## src/rtl/io_pkg.sv

```systemverilog
// rtl/io_pkg.sv - shared types and constants for the IO read arbiter
package io_pkg;

    // Default addr[7:2] codes of the two input-register ports (0xC0 / 0xC4).
    localparam logic [5:0] PORT0_SEL_DEF = 6'b110000;
    localparam logic [5:0] PORT1_SEL_DEF = 6'b110001;

    typedef enum logic [1:0] {
        IDLE = 2'd0,
        WAIT = 2'd1,
        RESP = 2'd2
    } state_t;

    typedef enum logic {
        ID_M0 = 1'b0,
        ID_M1 = 1'b1
    } req_id_t;

    // True when the byte address selects one of the two mapped input ports.
    function automatic logic sel_match(input logic [31:0] addr,
                                       input logic [5:0]  sel0,
                                       input logic [5:0]  sel1);
        return (addr[7:2] == sel0) || (addr[7:2] == sel1);
    endfunction

endpackage

```

## src/rtl/io_rr_pick.sv

```systemverilog
// rtl/io_rr_pick.sv - two-way round-robin winner select
//   req[1:0] : pending requests (bit 0 = m0, bit 1 = m1)
//   last_id  : requester granted most recently
//   win_id   : requester to grant now (only meaningful when req != 0)
module io_rr_pick
    import io_pkg::*;
(
    input  logic [1:0] req,
    input  req_id_t    last_id,
    output req_id_t    win_id
);

    always_comb begin
        win_id = ID_M0;
        if (req == 2'b11) begin
            // On a tie, hand the grant to whoever did not have it last.
            win_id = (last_id == ID_M0) ? ID_M1 : ID_M0;
        end else if (req[1]) begin
            win_id = ID_M1;
        end
    end

endmodule

```

## src/rtl/io_read_arbiter.sv

```systemverilog
// rtl/io_read_arbiter.sv - arbitrates two read requesters onto one input-register block
//   Optional feature macro: IO_ARB_ERR_EN (unmapped-address error response, adds rerr).
//   Ports:
//     io_clk, reset            : clock, asynchronous active-high reset
//     m0_req/m0_addr, m1_req/m1_addr : read requests (held until gnt)
//     m0_gnt, m1_gnt           : one-cycle acceptance pulses
//     m0_rvalid, m1_rvalid     : one-cycle read-data-valid pulses
//     rdata                    : shared read data, valid with an rvalid
//     io_addr, io_read_data    : address to / data from the input-register block
//     rerr                     : unmapped-address flag with rvalid (IO_ARB_ERR_EN only)
module io_read_arbiter
    import io_pkg::*;
#(
    parameter logic [5:0] PORT0_SEL   = PORT0_SEL_DEF,
    parameter logic [5:0] PORT1_SEL   = PORT1_SEL_DEF,
    parameter int         WAIT_CYCLES = 1
)
(
    input  logic        io_clk,
    input  logic        reset,
    input  logic        m0_req,
    input  logic [31:0] m0_addr,
    input  logic        m1_req,
    input  logic [31:0] m1_addr,
    output logic        m0_gnt,
    output logic        m1_gnt,
    output logic        m0_rvalid,
    output logic        m1_rvalid,
    output logic [31:0] rdata,
    output logic [31:0] io_addr,
`ifdef IO_ARB_ERR_EN
    output logic        rerr,
`endif
    input  logic [31:0] io_read_data
);

    localparam logic [2:0] WAIT_LOAD = 3'(WAIT_CYCLES - 1);

    state_t      state;
    req_id_t     owner;
    req_id_t     last_id;
    req_id_t     win_id;
    logic [2:0]  wait_cnt;
    logic [31:0] win_addr;
    logic        win_mapped;

    io_rr_pick u_pick (
        .req     ({m1_req, m0_req}),
        .last_id (last_id),
        .win_id  (win_id)
    );

    assign win_addr   = (win_id == ID_M1) ? m1_addr : m0_addr;
    assign win_mapped = sel_match(win_addr, PORT0_SEL, PORT1_SEL);

`ifdef IO_ARB_ERR_EN
    logic err_pend;
`else
    // Without the error feature every address takes the normal path.
    logic unused_win_mapped;
    assign unused_win_mapped = win_mapped;
`endif

    always_ff @(posedge io_clk or posedge reset) begin
        if (reset) begin
            state     <= IDLE;
            m0_gnt    <= 1'b0;
            m1_gnt    <= 1'b0;
            m0_rvalid <= 1'b0;
            m1_rvalid <= 1'b0;
            rdata     <= '0;
            io_addr   <= '0;
            wait_cnt  <= '0;
            owner     <= ID_M0;
            // Pointing at m1 makes the first tie go to m0.
            last_id   <= ID_M1;
`ifdef IO_ARB_ERR_EN
            err_pend  <= 1'b0;
            rerr      <= 1'b0;
`endif
        end else begin
            m0_gnt    <= 1'b0;
            m1_gnt    <= 1'b0;
            m0_rvalid <= 1'b0;
            m1_rvalid <= 1'b0;
`ifdef IO_ARB_ERR_EN
            rerr      <= 1'b0;
`endif
            case (state)
                IDLE: begin
                    if (m0_req || m1_req) begin
                        m0_gnt   <= (win_id == ID_M0);
                        m1_gnt   <= (win_id == ID_M1);
                        io_addr  <= win_addr;
                        owner    <= win_id;
                        last_id  <= win_id;
                        wait_cnt <= WAIT_LOAD;
`ifdef IO_ARB_ERR_EN
                        // Unmapped addresses answer immediately with an error.
                        err_pend <= !win_mapped;
                        state    <= win_mapped ? WAIT : RESP;
`else
                        state    <= WAIT;
`endif
                    end
                end
                WAIT: begin
                    if (wait_cnt == 3'd0) begin
                        state <= RESP;
                    end else begin
                        wait_cnt <= wait_cnt - 3'd1;
                    end
                end
                RESP: begin
`ifdef IO_ARB_ERR_EN
                    rdata <= err_pend ? 32'd0 : io_read_data;
                    rerr  <= err_pend;
`else
                    rdata <= io_read_data;
`endif
                    m0_rvalid <= (owner == ID_M0);
                    m1_rvalid <= (owner == ID_M1);
                    state     <= IDLE;
                end
                default: state <= IDLE;
            endcase
        end
    end

endmodule

```

## config.mk

```make
export PLATFORM = sky130hd
export DESIGN_NAME = io_read_arbiter
export DESIGN_NICKNAME = d
export VERILOG_FILES = /design/src/rtl/io_pkg.sv /design/src/rtl/io_rr_pick.sv /design/src/rtl/io_read_arbiter.sv
export SDC_FILE = /design/constraint.sdc
export NUM_CORES = 1
export LEC_CHECK = 0
export ABC_AREA = 0
export BUFFER_PORTS_ARGS = -buffer_cell sky130_fd_sc_hd__buf_2
export CAP_MARGIN = 5
export CORE_MARGIN = 1
export CORE_UTILIZATION = 40
export DETAILED_ROUTE_END_ITERATION = 7
export GPL_TIMING_DRIVEN = 0
export PLACE_DENSITY = 0.76
export SLEW_MARGIN = 40
export SYNTH_ARGS = -nofsm -noshare
export SYNTH_HDL_FRONTEND = slang
export SYNTH_SLANG_ARGS = --single-unit
```

## constraint.sdc

```tcl
create_clock -name io_clk -period 3.1 [get_ports io_clk]
set_clock_uncertainty 0.15 [all_clocks]
set_input_delay 0.93 -clock io_clk [delete_from_list [all_inputs] [get_ports io_clk]]
set_output_delay 0.93 -clock io_clk [all_outputs]
set_load 0.02 [all_outputs]
```

==> flow_metrics.tcl <==
set metrics [dict create \
    run_status "finished clean" \
    fp-row-count 31 \
    initialDrtViolationCount 60 \
    numPortBuffers 167 \
    powerDensity_nw_per_um2 1090 \
    cp-end-kind "output port" \
    drc 0 \
    postCtsSetupBuffers 0 \
    antenna_found_initial 0 \
    yosysSeqAreaShare_pct 61.0 \
    cts_buffers 9 \
    clkLatencyLatePin_ps 330 \
    max_slew_margin_pct 74.5 \
    io_pins 168 \
    worstPathArrival_ps 900 \
    synth_ff_type "dfrtp_1" \
    cp_cell_sequence "buf_2" \
    instances_no_fill 500 \
    syn2layout_area_growth_pct 38.3 \
    critPathBufInv 1 \
    setup_slack_ps 1120 \
    required_ps 2020 \
    route.detailed.wl_per_inst_um 14.6 \
    hold_violations 0 \
    cts_buffer_depth 2 \
    place_hpwl_mm 5.53 \
    async_flop_share_pct 100 \
    layout-drive-gt1-share_pct 50.4 \
    nets 498 \
    pre_cts_slack_ps 832 \
    num_antenna_cells 0 \
    placed_area_um2 4060 \
    p_leak_nw 2.27 \
    synth_top_family_by_area "multiplexers" \
    finalWirelength_mm 7.32 \
    hp-class "register to register" \
    clk_pin_slew_ps 80 \
    ant_nets 0 \
    slowest_stage "dfrtp_1" \
    die_h_um 89.7 \
    syn_inst 217 \
    grt_pass1_wl_mm 12.2 \
    synth_cell_types 28 \
    worstPathMaxFanout 2 \
    core_um2 7330 \
    tightest_slew_ps 382 \
    grt_usage_pct 19.3 \
    hold-worst-slack_ps 321 \
    place.gp.congestion 0.782 \
    synth_edf_count 0 \
    critPathLaunchType "register" \
    slew_viol_final 0 \
    yosys.area.top_type "dfrtp_1" \
    min_from "owner$_DFFE_PP0P_" \
    synth-simple-area-share_pct 9.39 \
    die_area_um2 8050 \
    synth_nets 319 \
    grt_max_degree 41 \
    period_share_pct 63.8 \
    ys_ff_latch 75 \
    numClockSinks 75 \
    max_freq_ghz 0.506 \
    rsz0062_at_grt "false" \
    initial_core_util_pct 42.0 \
    synth_xor_xnor_area_share_pct 0 \
    crit_path_start "io_addr[8]$_DFFE_PP0P_" \
    drtPass1Iterations 4 \
    synth_fa_ha_area_share_pct 0.813 \
    num_vias 2493 \
    cts_resized 0 \
    ys_top_cells_by_area "dfrtp_1 (60%), mux2_1 (12%), a221o_1 (10%), and3_1 (6.3%), buf_6 (1.5%)" \
    cpPeakStageDelay_ps 390 \
    period_needed_ps 1980 \
    setup_viol 0 \
    yosysWarnings 0 \
    synth_top_area_share_pct 60.2 \
    worst_ir_drop_vdd_mv 0.424 \
    yosys-mux-area-fraction_pct 13.1 \
    cts_max_level 3 \
    clockRootBuffer "clkbuf_8" \
    syn_area_um2 3080 \
    overflow 0 \
    synth_commonest_cells "dfrtp_1 (74), mux2_1 (33), a221o_1 (31), and3_1 (31), clkbuf_1 (6)" \
    finish.instance_area_um2 4250 \
    cts_tree "yes" \
    grt_pass1_vias 2542 \
    viasPerCell 4.99 \
    hold_buffers 0 \
    r2r-start "state[0]$_DFFE_PP0P_" \
    critPathTopFamily "flip-flops" \
    max-cap-violations 0 \
    synth_compound_area_share_pct 11.6 \
    syn_area_per_cell_um2 14.2 \
    worstSetupPathType "register to output port" \
    placed_cells_incl_taps 484 \
    die_w_um 89.7 \
    synth_most_common_cell "dfrtp_1" \
]
==> report_power, final <==
group	internal (W)	switching [W]	total (W)
clock	0.000369	0.000356	0.000725
combinational	0.000930	0.00127	0.00220
sequential	0.00147	0.000241	0.00171
==> sequential cells by signal, indices dropped and copies added (netlist names) <==
signal,count
io_addr,32
last_id,1
m0_gnt,1
m0_rvalid,1
m1_gnt,1
m1_rvalid,1
owner,1
rdata,32
state,2
wait_cnt,3
==> through the flow <==
stage	TNS, ps	total power [W]	utilization (%)
global route	0	0.00493	58.0
global placement	-48500	0.00388	55.1
floorplan	0	0.00319	-
CTS	0	0.00468	58.0
detailed placement	0	0.00395	55.4
finish	0	0.00463	58.0
==> worst paths after layout <==
path | endpoint | slack, ps | cells after the start
hold / removal | m0_rvalid$_DFF_PP0_ | 320 | 1
setup reg to reg | io_addr[3]$_DFFE_PP0P_ | 1400 | 4
max in group asynchronous | m1_rvalid$_DFF_PP0_ | 1870 | 3
setup / recovery | io_addr[8] | 1120 | 1
hold reg to reg | m0_rvalid$_DFF_PP0_ | 320 | 1
min in group asynchronous | rdata[20]$_DFFE_PP0N_ | 420 | 2
==> placed cells by master (no fill, tap or decap), drive strengths merged <==
cell type / netlist / final
and2: 1 / 1
nand3b: 1 / 1
ha: 2 / 2
clkbuf: 6 / 15
mux2i: 2 / 2
dfstp: 1 / 1
a221o: 31 / 31
nor2: 4 / 4
and3: 32 / 32
a21boi: 1 / 1
buf: 11 / 179
a21o: 2 / 2
dfrtp: 74 / 74
o22ai: 1 / 1
clkinv: 0 / 4
bufinv: 0 / 1
inv: 4 / 4
nand2b: 3 / 3
nand2: 2 / 2
mux2: 34 / 34
or2: 1 / 1
a21oi: 1 / 1
nor2b: 2 / 2
clkinvlp: 0 / 2
a22o: 1 / 1
==> final cells by class <==
type,count,area [um^2]
inverter,4,20.0
clock buffer,9,124
tap,99,124
buffer,17,110
sequential,75,1880
fill,628,3080
timing repair buffer,168,856
multi-input combinational,121,1070
clock inverter,7,68.8
==> cells by family (layout without fill, tap and decap cells) <==
kind of cell | after synthesis | in the layout
compound gates | 37 | 37
flops | 75 | 75
fa+ha+maj | 2 | 2
buf+inv | 21 | 205
mux | 36 | 36
simple gates | 46 | 46
==> metal layers <==
layer,global-route usage (%),up-vias,wire length (um)
met2,31.1,109,3490
met4,7.38,0,149
met3,4.91,15,403
met1,25.0,1191,3280
li1,-,1178,-
met5,0,-,0
Note: power is estimated with default switching activity, not from simulation.
